File: src/rtl/lecture_keypad.sv
// 4x4 matrix-keypad reader: column scan, 2-FF row synchronizer, optional debouncer, key latch.
// Define LECTURE_DEBOUNCE_EN to enable the debouncer; otherwise rows go straight from the synchronizer.
module lecture_keypad #(
  parameter int unsigned CLK_HZ      = 27_000_000,
  parameter int unsigned SCAN_CYCLES = 54_000,
  parameter int unsigned DEB_CYCLES  = 13_500
) (
  input  logic       clk,
  input  logic       n_reset,
  input  logic [3:0] filas_raw,
  output logic [3:0] sample
);

  localparam int unsigned MaxCycles = (SCAN_CYCLES > DEB_CYCLES) ? SCAN_CYCLES : DEB_CYCLES;
  localparam int unsigned CntW      = $clog2(MaxCycles) + 1;
  localparam logic [CntW-1:0] ScanLast = CntW'(SCAN_CYCLES - 1);

  if (CLK_HZ == 0 || SCAN_CYCLES < 2 || DEB_CYCLES < 2) begin : g_bad_params
    $error("lecture_keypad: CLK_HZ must be nonzero, SCAN_CYCLES and DEB_CYCLES at least 2");
  end

  logic [3:0]      sync1_q, sync2_q;
  logic [3:0]      deb_rows, deb_rows_nxt;
  logic [3:0]      deb_prev_q;
  logic [3:0]      col_q, col_d;
  logic [CntW-1:0] scan_cnt_q, scan_cnt_d;
  logic [3:0]      sample_q, sample_d;
  logic            scan_adv;
  logic            accept;

  // Lowest row index wins; row0 is bit3.
  function automatic logic [3:0] key_code(input logic [3:0] rows, input logic [3:0] col);
    logic [1:0] r;
    logic [1:0] c;
    logic [3:0] code;
    if (rows[3])      r = 2'd0;
    else if (rows[2]) r = 2'd1;
    else if (rows[1]) r = 2'd2;
    else              r = 2'd3;
    unique case (col)
      4'b1000: c = 2'd0;
      4'b0100: c = 2'd1;
      4'b0010: c = 2'd2;
      4'b0001: c = 2'd3;
      default: c = 2'd0;
    endcase
    case ({r, c})
      4'd0:    code = 4'h1;
      4'd1:    code = 4'h2;
      4'd2:    code = 4'h3;
      4'd3:    code = 4'hA;
      4'd4:    code = 4'h4;
      4'd5:    code = 4'h5;
      4'd6:    code = 4'h6;
      4'd7:    code = 4'hB;
      4'd8:    code = 4'h7;
      4'd9:    code = 4'h8;
      4'd10:   code = 4'h9;
      4'd11:   code = 4'hC;
      4'd12:   code = 4'hE;
      4'd13:   code = 4'h0;
      4'd14:   code = 4'hF;
      default: code = 4'hD;
    endcase
    return code;
  endfunction

  always_ff @(posedge clk) begin
    if (n_reset) begin
      sync1_q <= 4'h0;
      sync2_q <= 4'h0;
    end else begin
      sync1_q <= filas_raw;
      sync2_q <= sync1_q;
    end
  end

`ifdef LECTURE_DEBOUNCE_EN
  localparam logic [CntW-1:0] DebLast = CntW'(DEB_CYCLES - 1);

  logic [3:0]      cand_q, cand_d;
  logic [3:0]      deb_q, deb_d;
  logic [CntW-1:0] deb_cnt_q, deb_cnt_d;

  // deb_d must not depend on scan_adv, which itself looks at deb_d.
  always_comb begin
    deb_d = deb_q;
    if (sync2_q == cand_q && deb_cnt_q == DebLast) begin
      deb_d = cand_q;
    end
  end

  always_comb begin
    cand_d    = cand_q;
    deb_cnt_d = deb_cnt_q;
    if (scan_adv) begin
      cand_d    = sync2_q;
      deb_cnt_d = '0;
    end else if (sync2_q != cand_q) begin
      // The changed sample itself counts as the first of the stable run.
      cand_d    = sync2_q;
      deb_cnt_d = CntW'(1);
    end else if (deb_cnt_q != DebLast) begin
      deb_cnt_d = deb_cnt_q + CntW'(1);
    end
  end

  always_ff @(posedge clk) begin
    if (n_reset) begin
      cand_q    <= 4'h0;
      deb_q     <= 4'h0;
      deb_cnt_q <= '0;
    end else begin
      cand_q    <= cand_d;
      deb_q     <= deb_d;
      deb_cnt_q <= deb_cnt_d;
    end
  end

  assign deb_rows     = deb_q;
  assign deb_rows_nxt = deb_d;
`else
  assign deb_rows     = sync2_q;
  assign deb_rows_nxt = sync1_q;
`endif

  // Scan also holds when rows are about to go nonzero so the accepted key keeps its column.
  always_comb begin
    scan_adv   = (deb_rows == 4'h0) && (deb_rows_nxt == 4'h0) && (scan_cnt_q == ScanLast);
    col_d      = col_q;
    scan_cnt_d = scan_cnt_q + CntW'(1);
    if (deb_rows != 4'h0 || deb_rows_nxt != 4'h0) begin
      scan_cnt_d = '0;
    end else if (scan_adv) begin
      scan_cnt_d = '0;
      col_d      = {col_q[0], col_q[3:1]};
    end
  end

  always_comb begin
    accept   = (deb_rows != 4'h0) && (deb_prev_q == 4'h0);
    sample_d = accept ? key_code(deb_rows, col_q) : sample_q;
  end

  always_ff @(posedge clk) begin
    if (n_reset) begin
      col_q      <= 4'b1000;
      scan_cnt_q <= '0;
      deb_prev_q <= 4'h0;
      sample_q   <= 4'h0;
    end else begin
      col_q      <= col_d;
      scan_cnt_q <= scan_cnt_d;
      deb_prev_q <= deb_rows;
      sample_q   <= sample_d;
    end
  end

  assign sample = sample_q;

endmodule

File: config.mk
export PLATFORM = sky130hd
export DESIGN_NAME = lecture_keypad
export DESIGN_NICKNAME = d
export VERILOG_FILES = /design/src/rtl/lecture_keypad.sv
export SDC_FILE = /design/constraint.sdc
export NUM_CORES = 1
export LEC_CHECK = 0
export CORE_ASPECT_RATIO = 1.25
export CORE_MARGIN = 3
export CORE_UTILIZATION = 45
export DETAILED_ROUTE_END_ITERATION = 6
export GPL_TIMING_DRIVEN = 0
export HOLD_SLACK_MARGIN = 0.12
export SLEW_MARGIN = 5
export SYNTH_ARGS = -nofsm -noshare
export SYNTH_HDL_FRONTEND = slang
export SYNTH_SLANG_ARGS = --single-unit
File: constraint.sdc
create_clock -name clk -period 5.2 [get_ports clk]
set_input_delay 1.3 -clock clk [delete_from_list [all_inputs] [get_ports clk]]
set_output_delay 1.3 -clock clk [all_outputs]
set_load 0.005 [all_outputs]
* Word level (Yosys, flattened, before mapping)
Memories as Yosys holds them, arrays and structs flattened. A register that Yosys moved wholly into a read port is not among the register bits.
Cells that the tools add are included.
** Word-level totals
- Flip-flop bits (word level) :: 33
- Latch bits :: 0
- Bits in writable memories :: 0
- Memory bits (read-only) :: 64
- Input bits :: 6
- Output and inout port bits :: 4
- Memories kept :: 1
** Memory list
- (name not given) :: depth 16, width 4, read ports 1, clocked after memory_dff 1, write ports 0, RTL line 47 : case ({r, c})
** Cells by class
- Add/sub/neg operators :: 1
- Multiply operators :: 0
- Divide/modulo/power cells :: 0
- Order comparisons :: 0
- Eq/ne operators :: 4
- Shifts and indexed selects :: 0
- Muxes and demuxes :: 4
- Bitwise gates (word level) :: 1
- Reduce and logical (&&, ||, !) cells :: 11
** Operator list (number)
- 17-bit by 1-bit adder with 17-bit output, second input constant :: 1
- 17-bit by 16-bit == test with 1-bit output, second input constant :: 1
- 4-bit logical NOT :: 3
- 4-bit nonzero test :: 2
- 2-bit one-hot mux with 3 select lines :: 1
- 4-bit by 1-bit == test with 1-bit output, second input constant :: 1
- 4-bit by 2-bit == test with 1-bit output, second input constant :: 1
- 4-bit by 3-bit == test with 1-bit output, second input constant :: 1
- 2-bit 2-to-1 mux :: 2
- 1-bit logical AND :: 3
- 3-bit OR reduction :: 1
- 2-bit AND reduction :: 1
- 1-bit logical OR :: 1
- 1-bit 2-to-1 mux :: 1
- 1-bit NOT :: 1

* Logic depth before layout (Yosys ltp)
- Word-level depth :: 4
- Depth in mapped cells :: 9

* Worst setup path after synthesis
OpenSTA, ideal clock, no wires.
- Path kind :: input to register
- Start :: input n_reset
- End :: register scan_cnt_q[10]
- Library setup time :: 0.064 ns
- Data arrival time :: 1.858 ns
- Data required time :: 5.136 ns
- Path slack :: 3.278 ns
- Cell stages on the path :: 3
- Cells stage by stage :: a211o_2 > buf_4 > nor2_1
** Between the ends
- Word-level cells in the longest chain between the ends :: 1
** Ends and longest elaborated chain
- start: declaration :: RTL line 9 : input logic n_reset,
- 3-bit OR reduction (no line)
- end signal: assignment :: RTL line 153 : scan_cnt_q <= scan_cnt_d;
- end: declaration :: RTL line 26 : logic [CntW-1:0] scan_cnt_q, scan_cnt_d;
Every way passes these cells.
A chain may end at the register's enable or synchronous reset.

* Worst setup path in the final report
- Start :: register sample_q[0] (netlist: sample[0])
- End :: output sample[0]
** RTL lines
- start: declaration :: RTL line 27 : logic [3:0] sample_q, sample_d;
- end: declaration :: RTL line 11 : output logic [3:0] sample
No word-level cell between the ends.

==> impl_results.md <==
- Outcome: finished clean
- Clock Skew: 4.98 ps
- FMAX: 0.415 GHz
- FFs w/ async S/R, synth: 0%
- Final setup fails: 0
- Row Count: 24
- Yosys reg bits: 37
- Library cells used by synthesis: 37
- Critical-path cell list: clkdlybuf4s50_1
- Register area: 741 µm²
- Multi-input combinational cell area: 882 µm²
- Overflow after GRT: 0
- Slowest cell on the critical path: clkdlybuf4s50_1
- Area post-placement: 1810 µm²
- Layout cells sized above 1: 7.50%
- Nature of the critical path endpoint: output pin
- EDFF count, synth: 0
- Sequential share of power: 50.9%
- Total core area: 3540 µm²
- Clock network power share: 42.5%
- Effective utilization at floorplan: 47.2%
- Slew of the pin with the lowest slew margin: 532 ps
- Critical path startpoint: sample[0]
- GRT Total Usage: 16.3%
- Yosys warns: 0
- Number of vias after detailed routing: 1,306
- Setup_tns: 0 ps
- WS Path Type: flip-flop to output pin
- Drt first pass iters: 4
- Clock-pin slew on the worst setup and hold paths: 80 ps
- Crit path max-delay family: buffers and inverters
- Post-CTS Setup Bufs: 0
- Post-synth top area cell: dfxtp_1
- Max Fanout on Critical Path: 2
- First-pass GRT wire length: 5550 µm
- Initial DRC Count: 49
- Xor/xnor share of the synthesized area: 8.90%
- Worst Setup Start Kind: flip-flop
- Die Wd: 60.5 µm
- TritonCTS clock tree: built
- Htree depth: 2
- Worst path depth: 1
- Wirelength, routed: 3070 µm
- Post-synthesis adder-cell area fraction: 4.49%
- Worst slew margin: 64.2%
- Top cells by count, synth: dfxtp_1, nor2_1, xnor2_1
- Routed len/inst: 12.9 µm
- Post-CTS resize count: 0
- Boundary Pins: 10
- Synthesized instance count: 183
- Post-Synth Simple-Gate Area: 30.9%
- Largest stage delay, worst path: 500 ps
- WP buf/inv: 1
- Top cells by area, synth: dfxtp_1, xnor2_1, nor2_1
- Diodes inserted: 0
- Design Area, Final: 1930 µm²
- Placed Cells: 231
- Switching power: 0.125 mW
- Final Max Tran Viols: 0
- Placer Congestion: 0.827
- Total CTS buffers: 5
- HPWL after DPL: 2330 µm
- Power per Cell Area: 301 nW/µm²
- Non-Filler Instances: 239
- Count leader, synth: dfxtp_1
- Final Hold Viols: 0
- Drt via density: 5.46
- CTS Root Cell: clkbuf_8
- Fill cells: 341
- Internal power: 0.454 mW
- Reg2reg path depth: 6
- Leakage power: 0.635 nW
- Final Critical Period: 2410 ps
- Nets: 211
- Largest family of logic cells by synthesized area: simple AND/OR/NAND/NOR gates
- RSZ-0062 raised after global routing: no
- Largest net degree at the start of global routing: 14
- Fin crit share: 46.3%
- Syn_nets: 195
- Worst Hold Class: flip-flop to flip-flop
- Vias in the first global route: 1,331
- Bufs on Longest Clock Path: 2
- Antenna viol nets, final: 0
- Area Overhead vs Synth: 15.2%
- Worst-Skew Late Latency: 280 ps
- Mux cell area share after synthesis: 0.598%
- Number of clock sinks: 37
- Worst Path Arrival: 1110 ps
- Initial antenna violation count: 0
- Die area: 4490 µm²
- Sequential fraction of the synthesis area: 44.3%
- Max-cap violations: 0
- Reg2reg end: scan_cnt_q[15]
- # port buffers: 9
- Ys flop type: dfxtp_1
- Die height: 74.2 µm
- CTS Hold Bufs: 0
- Switching share of power: 21.6%
- Setup crit end: sample[0]
- FF-to-FF setup slack: 3110 ps
- Hold Slack: 462 ps
- Peak VDD IR: 200 µV
- Combinational power share: 6.6%
- Top cell type's share of synthesized area: 44.3%
- Detailed-route DRC error count: 0
- Post-Synthesis Cell Area: 1670 µm²
- R2R Path Start: scan_cnt_q[0]
- Syn avg cell area: 9.14 µm²
- Worst EP required: 3900 ps
- Synth Area in Compound Gates: 7.85%
[worst min-delay path by stage]
stage / from / endpoint / slack, ps / cells after the start
finish: deb_rows_nxt[2] / deb_rows[2] / 460 / 1
detailed placement: scan_cnt_q[0] / scan_cnt_q[0] / 460 / 1
global placement: scan_cnt_q[0] / scan_cnt_q[0] / 440 / 1
CTS: deb_rows_nxt[2] / deb_rows[2] / 470 / 1
global route: deb_rows_nxt[0] / deb_rows[0] / 480 / 1
floorplan: scan_cnt_q[0] / scan_cnt_q[0] / 430 / 1
[power by group through the flow]
stage | clock network [mW] | logic (mW) | registers, mW
floorplan | 0 | 0.0227 | 0.301
global placement | 0 | 0.0378 | 0.301
detailed placement | 0 | 0.0385 | 0.302
CTS | 0.255 | 0.0385 | 0.295
global route | 0.272 | 0.0429 | 0.296
finish | 0.246 | 0.0381 | 0.295
[state kept, by name (all words and copies together), names as in the netlist]
name,count
scan_cnt_q,17
col_q,4
deb_prev_q,4
deb_rows,4
deb_rows_nxt,4
sample,4
[area by class of cell]
cell class / instances / share of cell area, %
Buffer: 6 / 1.43
Clock buffer: 5 / 3.57
Clock inverter: 3 / 2.40
Inverter: 6 / 1.17
Multi-Input combinational cell: 134 / 45.8
Sequential cell: 37 / 38.4
Tap cell: 39 / 2.53
Timing Repair Buffer: 9 / 4.68
[per-stage QoR]
stage          utilization (%)  worst slack, ps  total power, mW
2_1_floorplan                -             3280            0.324
3_3_place_gp              51.1             2660            0.339
3_5_place_dp              51.1             2640            0.340
4_1_cts                   54.4             2770            0.589
5_1_grt                   54.4             2740            0.611
6_report                  54.4             2790            0.579
[cell families after synthesis]
family	Yosys count
multiplexers	1
adder cells (fa/ha/maj)	6
XOR/XNOR	17
AO/OA/AOI/OAI	18
buffers and inverters	12
flip-flops	37
AND/OR/NAND/NOR	92
[per-layer routing]
layer / part of all wire, % / global-route usage, % / up-vias
met5: 0 / 0 / -
met4: 1.1 / 7.47 / 0
met3: 2.3 / 4.17 / 2
met2: 57 / 30.8 / 17
met1: 40 / 16.3 / 614
li1: - / - / 673
[cell usage in the layout (no fill, tap or decap), drive strengths merged, types with 2 or more instances in the layout]
cell	count
nor2b	12
nor2	28
a311oi	3
clkbuf	9
a21oi	4
o21ai	5
ha	6
or3	2
nor3	4
nand4	8
dfxtp	37
xnor2	16
nor4	10
nand3	8
and2	2
inv	6
clkdlybuf4s50	9
or4	3
nand2	6
buf	2
nand2b	5
Power figures use the tool's default switching activity.
==> RTL edit 1 (same settings) <==
`SCAN_CYCLES`: 54_000 -> 27_000.
--- a/src/rtl/lecture_keypad.sv
+++ b/src/rtl/lecture_keypad.sv
@@ -2,7 +2,7 @@
 // Define LECTURE_DEBOUNCE_EN to enable the debouncer; otherwise rows go straight from the synchronizer.
 module lecture_keypad #(
   parameter int unsigned CLK_HZ      = 27_000_000,
-  parameter int unsigned SCAN_CYCLES = 54_000,
+  parameter int unsigned SCAN_CYCLES = 27_000,
   parameter int unsigned DEB_CYCLES  = 13_500
 ) (
   input  logic       clk,
Check against the original RTL: no difference found for any inputs over 10 cycles, from zero or initial values and one cycle with n_reset high; that may be too few to reach the edited logic, so the function may still have changed.
==> RTL edit 1 against the original RTL <==
- cell area increased by 0.52%
- highest routed layer unchanged
- core utilization increased by 0.28 points
- clock skew increased by 0.0042 ns
- largest power group unchanged
- maximum frequency decreased by 0.82%
- critical path depth unchanged
- setup slack got worse by 0.020 ns
- power decreased by 1.8%
- combinational power increased by 3%
- global-route usage decreased by 0.11 points
- routed wire length decreased by 1.3%
- synthesized area increased by 0.82%
- sequential cell count decreased by 1
- count of clock-buffer cells in the layout unchanged
==> RTL edit 1: results (changes against the original RTL) <==
Synth
  • Seq/Total Area, Yosys: 42.7% (was 44.3%)
  • Synth area leaders: dfxtp_1 (43%), xnor2_1 (6.8%), nor2b_1 (5.9%), nor2_1 (5.8%), ha_1 (4.5%) (was dfxtp_1 (44%), xnor2_1 (8.4%), nor2_1 (6.3%), ha_1 (4.5%), nor2b_1 (4.5%))
  • Yosys cell types: 37 (unchanged)
  • Syn nets: 192 (was 195)
  • Synth cell count leaders: dfxtp_1 (36), nor2_1 (26), nor2b_1 (16), xnor2_1 (13), inv_1 (8) (was dfxtp_1 (37), nor2_1 (28), xnor2_1 (16), nor2b_1 (12))
  • Ys flop type: dfxtp_1 (unchanged)
  • Cell count after synthesis: 180 (was 183)
  • FFs w/ async S/R, synth: 0% (unchanged)

GRT
  • Global-route wire length before repair: 5480 µm (was 5550 µm)
  • Vias in the first global route: 1259 (was 1331)
  • Pin count of the biggest net entering global routing: 13 (was 14)
  • Initial antenna violation count: 0 (unchanged)
  • Gr usage total: 16.2% (was 16.3%)

Power and ir drop
  • Pleak: 0.702 nW (was 0.635 nW)
  • VDD IR max: 0.158 mV (was 0.200 mV)

CTS
  • CTS Root Cell: clkbuf_8 (unchanged)
  • Cts repair resizes: 0 (unchanged)
  • H-tree depth: 2 (unchanged)
  • CTS clock-pin slew for the worst setup and hold paths: 0.08 ns (about the same)
  • Clock Tree Buf Depth: 2 (unchanged)

Placement
  • RePlAce Congestion: 0.843 (was 0.827)
  • Post-DP HPWL: 2260 µm (was 2330 µm)
  • I/O Buffers: 9 (unchanged)
  • Number of cells after detailed placement: 228 (was 231)

Final layout
  • Largest register FFs: 16 (was 17)
  • Fin cells: 236 (was 239)
  • Number of fill cells: 333 (was 341)
  • Layout Nets: 208 (was 211)
  • N_diodes: 0 (unchanged)
  • Layout cells sized above 1: 7.61% (was 7.50%)

Critical path
  • Critical path peak fanout: 2 (unchanged)
  • FF-to-FF path depth: 7 (was 6)
  • CP max-delay cell: clkdlybuf4s50_1 (unchanged)

Worst hold path
  • HP Class: reg2reg (unchanged)
  • Worst hold path depth: 1 (unchanged)

Status
  • Status: finished, final reports clean (unchanged)

Drt
  • Vias/cell: 5.40 (was 5.46)
  • Drt first pass iters: 4 (unchanged)
  • Antenna-violating nets left: 0 (unchanged)
  • Routed len/inst: 12.9 µm (about the same)
  • DRT iter0 DRCs: 27 (was 49)

STA
  • Skew final: 0.00919 ns (was 0.00498 ns)
  • Worst Tran Pin Value: 0.662 ns (was 0.532 ns)
==> RTL edit 1: layer usage <==
layer  share of wire, %  GRT usage [%]  up-vias
met5                  0              0        -
met4                2.0           8.19        0
met3                2.8           4.34        6
met2                 56           29.4       17
met1                 39           16.7      609
li1                   -              -      642
==> RTL edit 1: stage by stage <==
stage	area [µm²]	power (mW)	worst slack, ns	util (%)
final	1940	0.569	2.77	54.7
after global routing	1940	0.597	2.65	54.7
after CTS	1940	0.579	2.75	54.7
after detailed placement	1830	0.333	2.58	51.5
after global placement	1830	0.332	2.59	51.5
after floorplan	1690	0.317	3.13	-
==> RTL edit 1: where the power goes <==
| group | internal (mW) | switching (mW) |
|---|---|---|
| clock network | 0.142 | 0.101 |
| registers | 0.283 | 0.00357 |
| logic | 0.0218 | 0.0176 |
| total | 0.447 | 0.122 |
==> RTL edit 1: final cells by class <==
class,instances,area share [%]
Multi-Input combinational cell,127,44.8
Sequential cell,36,37.2
Timing Repair Buffer,9,4.65
Clock buffer,5,3.55
Buffer,9,3.49
Tap cell,39,2.52
Clock inverter,3,2.20
Inverter,8,1.55
==> RTL edit 1: path summary, 6_finish.rpt <==
path                               startpoint             to  slack [ns]
worst max register to register       col_q[0]      sample[3]        2.85
worst min-delay path            scan_cnt_q[0]  scan_cnt_q[0]        0.46
worst max-delay path                sample[0]      sample[0]        2.77
worst min register to register  scan_cnt_q[0]  scan_cnt_q[0]        0.46
==> RTL edit 1: logic make-up after synthesis <==
family,synth area share [%]
muxes,2.97
xor gates and xnor gates,8.31
and+or+nand+nor,29.0
adders and majority gates,4.45
DFF,42.7
buffers and inverters,5.79
AOI/OAI and AO/OA,6.75
==> RTL edit 2 (same flow settings) <==
Without the edit above. `sample_q` no longer has a reset.
--- a/src/rtl/lecture_keypad.sv
+++ b/src/rtl/lecture_keypad.sv
@@ -147,13 +147,15 @@
       col_q      <= 4'b1000;
       scan_cnt_q <= '0;
       deb_prev_q <= 4'h0;
-      sample_q   <= 4'h0;
     end else begin
       col_q      <= col_d;
       scan_cnt_q <= scan_cnt_d;
       deb_prev_q <= deb_rows;
-      sample_q   <= sample_d;
     end
+  end
+
+  always_ff @(posedge clk) begin
+    sample_q <= sample_d;
   end
 
   assign sample = sample_q;
Check against the original RTL: differs if n_reset is asserted again (counterexample within 4 cycles, from zero or initial values and one cycle with n_reset high); with n_reset held inactive, the same outputs for 10 cycles.
==> RTL edit 2 against the original RTL <==
- clock skew up 0.0061 ns
- sequential cell count did not move
- cell count is 1.3% lower
- routed wire length is 1.8% higher
- count of clock-buffer cells in the layout unchanged
- setup slack got worse by 0.0056 ns
- synthesized cell count shrank 1.6%
- power shrank 7.9%
- cell area rose by 2.5%
- synthesized area up 4.3%
==> RTL edit 2: results (changes against the original RTL) <==
Final layout
  • Multi-input gate area: 885 µm² (was 882 µm²)
  • Clock-cell share of area: 4.62% (was 5.97%)
  • Signal buffers: 18 (was 15)
  • Fin cells: 236 (was 239)
  • NonClk Buf Share: 7.47% (was 6.10%)
  • Multi-input logic cell count: 128 (was 134)
  • Number of fill cells: 330 (was 341)
  • Layout Nets: 208 (was 211)

Power and ir drop
  • VDD IR max: 0.130 mV (was 0.200 mV)
  • Pleak: 0.675 nW (was 0.635 nW)

CTS
  • Latest clock arrival within the worst-skew pair: 0.30 ns (was 0.28 ns)

Placement
  • Number of cells after detailed placement: 228 (was 231)
  • Dpl cell area: 0.00188 mm² (was 0.00181 mm²)
  • RePlAce Congestion: 0.825 (was 0.827)
  • Post-DP HPWL: 2360 µm (was 2330 µm)

GRT
  • Global-route wire length before repair: 5480 µm (was 5550 µm)
  • Gr usage total: 15.9% (was 16.3%)
  • Vias in the first global route: 1236 (was 1331)

Drt
  • DRT iter0 DRCs: 34 (was 49)
  • Via count of the routed design: 1283 (was 1306)
  • Drt first pass iters: 5 (was 4)
  • Routed len/inst: 13.2 µm (was 12.9 µm)

Synth
  • Synth area leaders: dfxtp_1 (38%), edfxtp_1 (6.9%), nor2b_1 (5.0%), xnor2_1 (4.5%), ha_1 (4.3%) (was dfxtp_1 (44%), xnor2_1 (8.4%), nor2_1 (6.3%), ha_1 (4.5%), nor2b_1 (4.5%))
  • Cell count after synthesis: 180 (was 183)
  • Synth cell count leaders: dfxtp_1 (33), nor2b_1 (14), nor2_1 (13), nand4_1 (12) (was dfxtp_1 (37), nor2_1 (28), xnor2_1 (16), nor2b_1 (12))
  • Yosys cell types: 41 (was 37)
  • Syn nets: 192 (was 195)
  • Seq/Total Area, Yosys: 44.7% (was 44.3%)

Status
  • Status: finished, final reports clean (unchanged)

STA
  • Skew final: 0.0111 ns (was 0.00498 ns)

Critical path
  • Critical path peak fanout: 10 (was 2)
  • CP arrival: 2.65 ns (was 1.11 ns)
-- RTL edit 2: cell count changes after synthesis, moves of 3 or more --
cell      before  now
a21oi_1        4    9
buf_2          1    4
dfxtp_1       37   33
edfxtp_1       0    4
nand2b_1       5    1
nand4_1        8   12
nor2_1        28   13
nor2_2         0    8
nor4_1         8    4
xnor2_1       16    9
xor2_1         1    6
-- RTL edit 2: kinds of logic (layout without fill, tap and decap cells) --
group	after synthesis	count (layout)	synth area share, %
simple gates	85	85	30.5
flops	37	37	44.7
compound gates	21	21	7.67
xor+xnor	15	15	7.53
buf+inv	15	32	4.59
fa+ha+maj	6	6	4.30
mux	1	1	0.645
-- RTL edit 2: metrics by stage --
stage,worst slack [ns],hold slack [ns]
2_1_floorplan,3.23,0.438
3_3_place_gp,2.48,0.453
3_5_place_dp,2.50,0.452
4_1_cts,2.77,0.466
5_1_grt,2.73,0.485
6_report,2.79,0.464
-- RTL edit 2: worst max-delay path, delay by kind of cell --
family,cells,cell delay [ns]
buf+inv,2,0.71
simple gates,2,0.38
compound gates,1,0.25
-- RTL edit 2: worst paths after layout --
path	from	cells after the start	endpoint
setup / recovery	n_reset	5	scan_cnt_q[9]
hold / removal	deb_rows_nxt[2]	1	deb_rows[2]
setup reg to reg	col_q[0]	8	sample[2]
hold reg to reg	deb_rows_nxt[2]	1	deb_rows[2]
-- RTL edit 2: metal layers --
layer  wire [µm]  global-route usage (%)  vias up
li1            -                       -      664
met1        1280                    17.5      594
met2        1700                    27.9       18
met3          90                    4.58        7
met4          59                    6.84        0
met5           0                       0        -
-- RTL edit 2: report_power, final --
part	switching (mW)	total, mW	leakage, nW	internal [mW]
Combinational	0.0150	0.0313	0.323	0.0163
Sequential	0.00240	0.298	0.304	0.296
Clock	0.109	0.204	0.0481	0.0950
Total	0.126	0.533	0.675	0.407
